## src/rtl/mod3_pkg.sv

```systemverilog
// Shared mod-3 types, constants and the successor function used by every
// lookup in the counter.
package mod3_pkg;

  typedef logic [1:0] mod3_idx_t;

  localparam mod3_idx_t MOD3_MAX = 2'd2;

  // Out-of-range index 3 folds to 0, the same result as stepping from MOD3_MAX.
  function automatic mod3_idx_t mod3_next(input mod3_idx_t val);
    return (val >= MOD3_MAX) ? 2'd0 : val + 2'd1;
  endfunction

endpackage

```

## src/rtl/mod3_counter_if.sv

```systemverilog
// Signal bundle between the mod-3 counter and its user.
// Optional feature macro: MOD3_COUNTER_ILLEGAL_CHECK_EN adds the illegal flag.
interface mod3_counter_if;
  import mod3_pkg::*;

  mod3_idx_t num;
  mod3_idx_t mod3num;
  logic      advance;
  logic      load;
  mod3_idx_t load_value;
  mod3_idx_t count;
  mod3_idx_t count_next;
  mod3_idx_t count_last;
  logic      wrap;
`ifdef MOD3_COUNTER_ILLEGAL_CHECK_EN
  logic      illegal;
`endif

  modport master (
    output num,
    output advance,
    output load,
    output load_value,
    input  mod3num,
    input  count,
    input  count_next,
    input  count_last,
    input  wrap
`ifdef MOD3_COUNTER_ILLEGAL_CHECK_EN
    , input illegal
`endif
  );

  modport slave (
    input  num,
    input  advance,
    input  load,
    input  load_value,
    output mod3num,
    output count,
    output count_next,
    output count_last,
    output wrap
`ifdef MOD3_COUNTER_ILLEGAL_CHECK_EN
    , output illegal
`endif
  );

endinterface

```

## src/rtl/mod3_succ.sv

```systemverilog
// Combinational mod-3 successor: 0->1, 1->2, 2->0, 3->0.
module mod3_succ
  import mod3_pkg::*;
(
  input  mod3_idx_t val_i,
  output mod3_idx_t succ_o
);

  assign succ_o = mod3_next(val_i);

endmodule

```

## src/rtl/mod3_counter.sv

```systemverilog
// Mod-3 rotating priority pointer with load, advance and a wrap pulse.
// Optional feature macro: MOD3_COUNTER_ILLEGAL_CHECK_EN adds the illegal flag.
module mod3_counter
  import mod3_pkg::*;
#(
  parameter mod3_idx_t RESET_VALUE = 2'd0
) (
  input  logic          clock,
  input  logic          reset,
  mod3_counter_if.slave bus
);

  mod3_idx_t count_q, count_d;
  logic      wrap_q, wrap_d;
  mod3_idx_t count_next;
  mod3_idx_t count_last;
  mod3_idx_t mod3num;

  mod3_succ u_succ_num  (.val_i(bus.num),    .succ_o(mod3num));
  mod3_succ u_succ_cnt  (.val_i(count_q),    .succ_o(count_next));
  mod3_succ u_succ_next (.val_i(count_next), .succ_o(count_last));

  // Load wins over advance; only an advance out of MOD3_MAX raises wrap.
  always_comb begin
    count_d = count_q;
    wrap_d  = 1'b0;
    if (bus.load) begin
      count_d = (bus.load_value > MOD3_MAX) ? 2'd0 : bus.load_value;
    end else if (bus.advance) begin
      count_d = count_next;
      wrap_d  = (count_q == MOD3_MAX);
    end
  end

  always_ff @(posedge clock) begin
    if (reset) begin
      count_q <= RESET_VALUE;
      wrap_q  <= 1'b0;
    end else begin
      count_q <= count_d;
      wrap_q  <= wrap_d;
    end
  end

  assign bus.mod3num    = mod3num;
  assign bus.count      = count_q;
  assign bus.count_next = count_next;
  assign bus.count_last = count_last;
  assign bus.wrap       = wrap_q;

`ifdef MOD3_COUNTER_ILLEGAL_CHECK_EN
  assign bus.illegal = (bus.num == 2'd3) || (bus.load && (bus.load_value == 2'd3));
`endif

endmodule

```

## src/flat_wrapper.sv

```systemverilog
// flat-port wrapper written by rule: the top's interface ports become plain ports
module mod3_counter_flat import mod3_pkg::*;
#(
  parameter mod3_idx_t RESET_VALUE = 2'd0
)
  (clock, reset, bus_num, bus_advance, bus_load, bus_load_value, bus_mod3num, bus_count, bus_count_next, bus_count_last, bus_wrap);
  mod3_counter_if bus_i ();
  input  logic clock;
  input  logic reset;
  input wire logic [$bits(bus_i.num)-1:0] bus_num;
  input wire logic [$bits(bus_i.advance)-1:0] bus_advance;
  input wire logic [$bits(bus_i.load)-1:0] bus_load;
  input wire logic [$bits(bus_i.load_value)-1:0] bus_load_value;
  output wire logic [$bits(bus_i.mod3num)-1:0] bus_mod3num;
  output wire logic [$bits(bus_i.count)-1:0] bus_count;
  output wire logic [$bits(bus_i.count_next)-1:0] bus_count_next;
  output wire logic [$bits(bus_i.count_last)-1:0] bus_count_last;
  output wire logic [$bits(bus_i.wrap)-1:0] bus_wrap;
  assign bus_i.num = bus_num;
  assign bus_i.advance = bus_advance;
  assign bus_i.load = bus_load;
  assign bus_i.load_value = bus_load_value;
  assign bus_mod3num = bus_i.mod3num;
  assign bus_count = bus_i.count;
  assign bus_count_next = bus_i.count_next;
  assign bus_count_last = bus_i.count_last;
  assign bus_wrap = bus_i.wrap;
  mod3_counter #(.RESET_VALUE(RESET_VALUE)) u_core (.clock(clock), .reset(reset), .bus(bus_i));
endmodule
```

## config.mk

```make
export PLATFORM = sky130hd
export DESIGN_NAME = mod3_counter_flat
export DESIGN_NICKNAME = d
export VERILOG_FILES = /design/src/rtl/mod3_pkg.sv /design/src/rtl/mod3_counter_if.sv /design/src/rtl/mod3_succ.sv /design/src/rtl/mod3_counter.sv /design/src/flat_wrapper.sv
export SDC_FILE = /design/constraint.sdc
export NUM_CORES = 1
export LEC_CHECK = 0
export ABC_AREA = 1
export ABC_CLOCK_PERIOD_IN_PS = 800
export BUFFER_PORTS_ARGS = -buffer_cell sky130_fd_sc_hd__buf_2
export CORE_AREA = 2 2 39 41
export DETAILED_ROUTE_END_ITERATION = 16
export DIE_AREA = 0 0 41 43
export PLACE_DENSITY = 0.5
export REMOVE_ABC_BUFFERS = 1
export SYNTH_ARGS = -nofsm -noshare
export SYNTH_HDL_FRONTEND = slang
export SYNTH_HIERARCHICAL = 1
export SYNTH_SLANG_ARGS = --single-unit
```

## constraint.sdc

```tcl
create_clock -name clock -period 0.8 [get_ports clock]
set_input_delay 0.12 -clock clock [delete_from_list [all_inputs] [get_ports clock]]
set_output_delay 0.12 -clock clock [all_outputs]
set_load 0.01 [all_outputs]
```

==> results of run 1 <==
state kept, by name (all words and copies together), names as in the netlist:
name / flops
u_core/bus.count: 2
u_core/bus.wrap: 1
routing by layer:
metal | vias up | track usage | share of wire
li1 | 163 | - | -
met1 | 125 | 0.08013 | 0.39
met2 | 11 | 0.1219 | 0.52
met3 | 0 | 0.03141 | 0.082
met4 | 0 | 0.06000 | 0
met5 | - | 0 | 0
cell usage in the layout (no fill, tap or decap):
cell type	n
inv_2	4
nand2_2	1
nor3_2	1
dfxtp_4	2
nor2_2	2
clkbuf_4	3
inv_1	6
clkbuf_1	1
nand2_1	10
nor2_1	9
buf_2	13
dfxtp_1	1
buf_4	4
buf_6	6
nor2_4	2
nand3_1	1
worst min-delay path, delay by kind of cell:
kind	cells	cell delay (ns)
AND/OR/NAND/NOR	2	0.09
buffers and inverters	2	0.12
layout make-up:
cell class	instances	area share
Clock buffer	4	0.05949
Inverter	10	0.08499
Multi-Input combinational cell	26	0.2890
Sequential cell	3	0.1530
Tap cell	16	0.04533
Timing Repair Buffer	23	0.3683
worst max path at each step:
stage                        end  slack, ns  cells past startpoint
5_1_grt        bus_count_last[1]      -0.32                      4
4_1_cts        bus_count_last[1]      -0.27                      4
3_3_place_gp   bus_count_last[1]      -0.08                      4
2_1_floorplan  bus_count_last[1]      -0.17                      3
3_5_place_dp   bus_count_last[1]      -0.12                      4
6_report       bus_count_last[0]      -0.25                      4
cell families (layout without fill, tap and decap cells):
logic type    count (synthesis)  in the layout  synth area share
simple gates                 26             26            0.5301
buf+inv                      10             37            0.1807
flops                         3              3            0.2892
power by group:
| group | switching (mW) | internal, mW | total [mW] |
|---|---|---|---|
| Clock | 0.0706 | 0.186 | 0.257 |
| Combinational | 0.112 | 0.131 | 0.244 |
| Sequential | 0.0127 | 0.159 | 0.171 |
repair_timing:
item | 4_1_cts | 5_1_grt
hold buffers | 0 | 0
cloned | 0 | 0
setup endpoints to repair | 8 | 9
pin swaps | 5 | 3
hold endpoints to repair | 0 | 0
resized for setup | 14 | 3
buffers inserted | 5 | 1
through the flow:
| step | hold slack (ns) | util | power, mW | worst slack, ns | cells |
|---|---|---|---|---|---|
| floorplan | 0.2633 | - | 0.2603 | -0.1700 | 39 |
| global placement | 0.3995 | 0.2278 | 0.3331 | -0.08032 | 72 |
| detailed placement | 0.3963 | 0.2278 | 0.3343 | -0.1168 | 72 |
| CTS | 0.1469 | 0.3038 | 0.6654 | -0.2725 | 81 |
| global route | 0.1736 | 0.3192 | 0.7341 | -0.3206 | 82 |
| finish | 0.1461 | 0.3192 | 0.6720 | -0.2548 | 82 |
==> impl_metrics.tcl, run 1 <==
set metrics [dict create \
    outcome "finished with violations" \
    violations "setup timing" \
    startpoint "u_core/bus.count[0]" \
    postSynthAreaPerCell_sq_um 5.326 \
    grt_max_degree 7 \
    start_util 0.1501 \
    syn-cell-area_sq_um 207.7 \
    synthCells 39 \
    crit_path_start_kind "flip-flop" \
    power.density_nw_per_um2 1521 \
    vias 299 \
    root_buffer "clkbuf_4" \
    critical_path_class "flip-flop to output port" \
    max_stage_delay_ns 0.36 \
    route.detailed.drc 0 \
    hold-path-endpoint "u_core/bus.count[0]" \
    cts.sinks 3 \
    grt_pass1_vias 267 \
    gp_congestion 0.6396 \
    slew_violations 0 \
    fin_area_sq_um 441.7 \
    reg2reg_from "u_core/bus.count[1]" \
    htreeDepth 1 \
    via_per_inst 3.646 \
    crit_fanout 4 \
    min_from "reset" \
    synthFlopType "dfxtp_1" \
    clk_pin_slew_ns 0.04 \
    postRouteAntennaNets 0 \
    cts-buffers-inserted 3 \
    hold_depth 4 \
    synth-seq-area-share 0.2892 \
    crit_family "flip-flops" \
    yosysWarnings 6 \
    timing.final.crit_share 1.319 \
    tritoncts "built" \
    r2r.worst_path.cells 7 \
    antenna_found_initial 0 \
    ir_worst_vdd_mv 0.3735 \
    layout_min_cycle_time_ns 1.055 \
    rrSetupSlack_ns -0.19 \
    coreArea_sq_um 1384 \
    fillCellCount 157 \
    multi_input_area_sq_um 127.6 \
    r2r-end "u_core/bus.count[0]" \
    yosys-top-cells-area "dfxtp_1, nand2_1, nor2_1" \
    skew_ns 0.002372 \
    first_iter_violations 3 \
    cts_buffer_depth 2 \
    async_flop_share 0 \
    synth_top_area_frac 0.2892 \
    drt_wl_total_um 562 \
    worst-endpoint-required_ns 0.68 \
    die_x_um 41 \
    area_delta_synth_final_pct 112.7 \
    fp-row-count 14 \
    numPortBuffers 16 \
    synth_edf_count 0 \
    track_usage 0.07924 \
    max_slew_margin 0.9079 \
    final_nets 75 \
    grt_pass1_wl_um 924 \
    path_buf_inv 2 \
    setup_viol 9 \
    setup_ws_ns -0.2548 \
    place.detailed.hpwl_um 423.9 \
    rsz0062_at_grt "true" \
    cp-end-kind "output port" \
    max_freq_mhz 948.0 \
    drt-pass1-iter-count 4 \
    die_h_um 43 \
    n_antenna_cell 0 \
    tns_ns -1.632 \
    yosys.area.top_type "dfxtp_1" \
    clock_latency_ns 0.23 \
    seq_area_sq_um 67.56 \
    dieArea_sq_um 1763 \
    placed_area_sq_um 315.3 \
    routedWlPerCell_um 6.854 \
    min_path_type "input port to flip-flop" \
    drive_above_1_share 0.5758 \
    drv_cap 0 \
    pin_count 17 \
    p_leak_nw 0.2552 \
    netlist_top_cells_count "nand2_1, nor2_1, inv_1" \
    ys_seq_elements 3 \
    crit_chain "inv_2 > nor2_4 > nor2_1 > buf_2" \
    grt_overflow 0 \
    critical_path_arrival_ns 0.93 \
    slowest_stage "dfxtp_4" \
    synth_cell_types 9 \
    finalHoldViolCount 0 \
    worstMarginPinSlew_ns 0.1377 \
]
Power figures use the tool's default switching activity.
==> run 2, diff against run 1 <==
--- a/config.mk
+++ b/config.mk
@@ -8,10 +8,12 @@
 export ABC_AREA = 1
 export ABC_CLOCK_PERIOD_IN_PS = 800
 export BUFFER_PORTS_ARGS = -buffer_cell sky130_fd_sc_hd__buf_2
+export CELL_PAD_IN_SITES_DETAIL_PLACEMENT = 0
+export CELL_PAD_IN_SITES_GLOBAL_PLACEMENT = 1
 export CORE_AREA = 2 2 39 41
 export DETAILED_ROUTE_END_ITERATION = 16
 export DIE_AREA = 0 0 41 43
-export PLACE_DENSITY = 0.5
+export PLACE_DENSITY = 0.7
 export REMOVE_ABC_BUFFERS = 1
 export SYNTH_ARGS = -nofsm -noshare
 export SYNTH_HDL_FRONTEND = slang
==> constraint.sdc (replaced) <==
create_clock -name clock -period 0.8 [get_ports clock]
set_input_delay 0.12 -clock clock [delete_from_list [all_inputs] [get_ports clock]]
set_output_delay 0.12 -clock clock [all_outputs]
set_load 0.1 [all_outputs]
==> impl_metrics.tcl, run 2 (synthesis gave the netlist of run 1 again) <==
set metrics [dict create \
    outcome "finished with violations" \
    violations "setup timing" \
    r2r.worst_path.cells 8 \
    fillCellCount 148 \
    area_delta_synth_final_pct 189.8 \
    hold-path-endpoint "u_core/bus.count[0]" \
    skew_ns 0.0001371 \
    tns_ns -2.485 \
    first_iter_violations 1 \
    cp-end-kind "output port" \
    setup_viol 10 \
    n_antenna_cell 0 \
    gp_congestion 0.7044 \
    die_x_um 41 \
    routedWlPerCell_um 6.929 \
    slew_violations 0 \
    start_util 0.1501 \
    seq_area_sq_um 68.82 \
    grt_max_degree 7 \
    dp_slack_ns -0.2440 \
    p_leak_nw 0.3084 \
    drv_cap 0 \
    grt_pass1_wl_um 862 \
    multi_input_area_sq_um 137.6 \
    htreeDepth 1 \
    layout_min_cycle_time_ns 1.228 \
    grt_pass1_vias 241 \
    ir_worst_vdd_mv 0.5894 \
    dieArea_sq_um 1763 \
    hold_ws_ns 0.1419 \
    max_freq_mhz 814.7 \
    route.detailed.drc 0 \
    finalNonFillerCells 85 \
    critical_path_class "flip-flop to output port" \
    rsz0062_at_grt "true" \
    root_buffer "clkbuf_4" \
    track_usage 0.07739 \
    final_nets 78 \
    cts_buffer_depth 2 \
    cts_hold_buf 0 \
    cts-buffers-inserted 3 \
    cts.sinks 3 \
    fp-row-count 14 \
    clock_latency_ns 0.23 \
    finalHoldViolCount 0 \
    min_from "reset" \
    placed_cells 76 \
    antenna_found_initial 0 \
    postRouteAntennaNets 0 \
    drive_above_1_share 0.6377 \
    largest_register_ffs 2 \
    rrSetupSlack_ns -0.28 \
    worstMarginPinSlew_ns 0.1933 \
    grt_overflow 0 \
    setup_ws_ns -0.4275 \
    hold_depth 4 \
    place.detailed.hpwl_um 448.6 \
    timing.final.crit_share 1.534 \
    vias 310 \
    tritoncts "built" \
    crit_path_start_kind "flip-flop" \
    power.density_nw_per_um2 1870 \
    reg2reg_from "u_core/bus.count[0]" \
    drt_wl_total_um 589 \
    worst-endpoint-required_ns 0.68 \
    numPortBuffers 16 \
    r2r-end "u_core/bus.count[1]" \
    critical_path_arrival_ns 1.11 \
    crit_fanout 4 \
    final_cell_mix "buf_12, nand2_1, nor2_1, buf_2, inv_1" \
    max_slew_margin 0.8707 \
    die_h_um 43 \
    clk_pin_slew_ns 0.04 \
    drt-pass1-iter-count 2 \
    final_util 0.4349 \
    pin_count 17 \
    min_path_type "input port to flip-flop" \
    coreArea_sq_um 1384 \
    via_per_inst 3.647 \
]
==> run 2: area by class of cell <==
type	instances	share of cell area
clock buffer	4	0.04366
inverter	10	0.06653
multi-input combinational	26	0.2287
sequential	3	0.1143
tap	16	0.03326
timing repair buffer	26	0.5135
==> run 2: power breakdown <==
group | internal [mW] | switching, mW | total [mW]
Sequential | 0.159 | 0.0142 | 0.173
Clock | 0.187 | 0.0806 | 0.268
Combinational | 0.270 | 0.415 | 0.685
==> run 2: what timing repair did <==
item,in CTS,in global routing
buffers inserted,2,3
pin swaps,1,7
endpoints found under the hold margin,0,0
gates resized for setup,11,10
setup endpoints to repair,9,10
gates cloned,0,0
==> run 2: worst max path at each step <==
stage	depth (start not counted)	slack, ns	end	start
after floorplan	2	-2.52	bus_count_last[0]	u_core/bus.count[0]
after global placement	4	-0.20	bus_count_last[1]	u_core/bus.count[0]
after detailed placement	4	-0.24	bus_count_last[1]	u_core/bus.count[0]
after CTS	4	-0.42	bus_count_last[1]	u_core/bus.count[1]
after global routing	4	-0.47	bus_count_next[1]	u_core/bus.count[0]
final	4	-0.43	bus_count_next[1]	u_core/bus.count[0]
==> run 2: worst max-delay path, cell delays in order, from the launching register on <==
cell and delay, ns:
dfxtp_4 0.36, inv_2 0.04, nor2_4 0.18, buf_6 0.13, buf_12 0.16
==> run 2: layer usage <==
metal	global-route usage	vias up	routed length, um
met5	0	-	0
li1	-	170	-
met2	0.1031	16	286
met4	0.08000	0	19
met3	0.03141	2	52
met1	0.08387	122	231
==> run 2: through the flow <==
step / total power, mW / area, sq um
after floorplan: 0.5319 / 207.7
after global placement: 0.7763 / 480.5
after detailed placement: 0.7775 / 480.5
after CTS: 1.097 / 551.8
after global routing: 1.181 / 601.8
final: 1.126 / 601.8
==> run 3, diff against run 2 <==
--- a/config.mk
+++ b/config.mk
@@ -13,7 +13,7 @@
 export CORE_AREA = 2 2 39 41
 export DETAILED_ROUTE_END_ITERATION = 16
 export DIE_AREA = 0 0 41 43
-export PLACE_DENSITY = 0.7
+export PLACE_DENSITY = 0.69
 export REMOVE_ABC_BUFFERS = 1
 export SYNTH_ARGS = -nofsm -noshare
 export SYNTH_HDL_FRONTEND = slang
==> impl_metrics.tcl, run 3 (synthesis gave the netlist of run 1 again) <==
set metrics [dict create \
    outcome "finished with violations" \
    violations "setup timing" \
    setup_viol 10 \
    antenna_found_initial 0 \
    grt_max_degree 7 \
    crit_fanout 4 \
    clock_latency_ns 0.23 \
    p_leak_nw 0.3027 \
    n_antenna_cell 0 \
    crit_chain "inv_2 > nor2_4 > nor2_1 > buf_12" \
    coreArea_sq_um 1384 \
    track_usage 0.08626 \
    pin_count 17 \
    reg2reg_from "u_core/bus.count[1]" \
    grt_pass1_wl_um 952 \
    slowest_stage "dfxtp_4" \
    rrSetupSlack_ns -0.20 \
    route.detailed.drc 0 \
    max_stage_delay_ns 0.35 \
    fp-row-count 14 \
    placed_area_sq_um 488.0 \
    critical_path_arrival_ns 1.07 \
    finalHoldViolCount 0 \
    routedWlPerCell_um 7.988 \
    layout_min_cycle_time_ns 1.195 \
    rsz0062_at_grt "true" \
    fin_area_sq_um 586.8 \
    worstMarginPinSlew_ns 0.1998 \
    die_x_um 41 \
    path_depth 4 \
    crit_path_start_kind "flip-flop" \
    start_util 0.1501 \
    path_buf_inv 2 \
    ir_worst_vdd_mv 0.5688 \
    r2r.worst_path.cells 7 \
    vias 302 \
    fillCellCount 146 \
    die_h_um 43 \
    final_util 0.4241 \
    skew_ns 0.001350 \
    cts_buffer_depth 2 \
    worst-endpoint-required_ns 0.68 \
    largest_register_ffs 2 \
    cts-buffers-inserted 3 \
    tritoncts "built" \
    root_buffer "clkbuf_4" \
    postRouteAntennaNets 0 \
    setup_ws_ns -0.3950 \
    area_delta_synth_final_pct 182.5 \
    drt-pass1-iter-count 4 \
    final_cell_mix "buf_12, nor2_1, nand2_1, buf_2, inv_1" \
    via_per_inst 3.595 \
    drv_cap 0 \
    first_iter_violations 6 \
    final_nets 77 \
    r2r-end "u_core/bus.count[0]" \
    critical_path_class "flip-flop to output port" \
    hold_ws_ns 0.1560 \
    htreeDepth 1 \
    cp-end-kind "output port" \
    clk_pin_slew_ns 0.03 \
    max_freq_mhz 836.8 \
    numPortBuffers 16 \
    drive_above_1_share 0.6176 \
    grt_overflow 0 \
    dieArea_sq_um 1763 \
    min_from "reset" \
    drt_wl_total_um 671 \
    cts_hold_buf 0 \
    grt_pass1_vias 258 \
    hold_depth 4 \
    timing.final.crit_share 1.494 \
    crit_family "flip-flops" \
    gp_congestion 0.6798 \
    power.density_nw_per_um2 1880 \
    hold-path-endpoint "u_core/bus.count[0]" \
    min_path_type "input port to flip-flop" \
    max_slew_margin 0.8663 \
    cts.sinks 3 \
    slew_violations 0 \
]
## run 3: cell types whose count changed in the layout (fill, tap and decap cells not counted), sizes merged
cell  change
buf       -1
## run 3: repair_timing
action                                  4_1_cts  5_1_grt
resized for setup                            13        5
buffers inserted                              2        1
cloned                                        0        0
endpoints found under the setup margin        9       10
pin swaps                                     3        5
## run 3: routing by layer
metal,track usage,wire (um),share of wire,up-vias
met5,0,0,0,-
met4,0.1200,14,0.021,0
met3,0.01571,64,0.095,2
met2,0.1156,368,0.55,16
met1,0.08974,223,0.33,118
li1,-,-,-,166
## run 3: worst max path at each step
stage,startpoint,endpoint
2_1_floorplan,u_core/bus.count[0],bus_count_last[0]
3_3_place_gp,u_core/bus.count[0],bus_count_last[1]
3_5_place_dp,u_core/bus.count[0],bus_count_last[1]
4_1_cts,u_core/bus.count[1],bus_count_last[1]
5_1_grt,u_core/bus.count[0],bus_count_last[1]
6_report,u_core/bus.count[0],bus_count_last[0]
## run 3: metrics by stage
stage                     TNS, ns  power [mW]  setup WS (ns)  cells
after floorplan            -13.45      0.5319         -2.515     39
after global placement    -0.9254      0.7846        -0.2034     77
after detailed placement  -0.9709      0.7854        -0.2219     77
after CTS                  -2.391       1.104        -0.4244     83
after global routing       -2.833       1.159        -0.4533     84
final                      -2.430       1.103        -0.3950     84
## run 3: worst reg2reg max path: stages, from the launching register on
cell and delay, ns:
dfxtp_4 0.37, nor2_4 0.05, buf_4 0.12, buf_4 0.12
nand2_2 0.05, nand2_1 0.05, nor2_1 0.09, nor2_1 0.04
## run 3: power breakdown
group,internal (mW),switching [mW]
sequential,0.159,0.0145
combinational,0.259,0.411
clock,0.187,0.0737
## run 3: area by class of cell
type	instances	area [sq um]	share of cell area
Clock buffer	4	26.28	0.04478
Inverter	10	37.54	0.06397
Multi-Input combinational cell	26	132.6	0.2260
Sequential cell	3	68.82	0.1173
Tap cell	16	20.02	0.03412
Timing Repair Buffer	25	301.5	0.5139
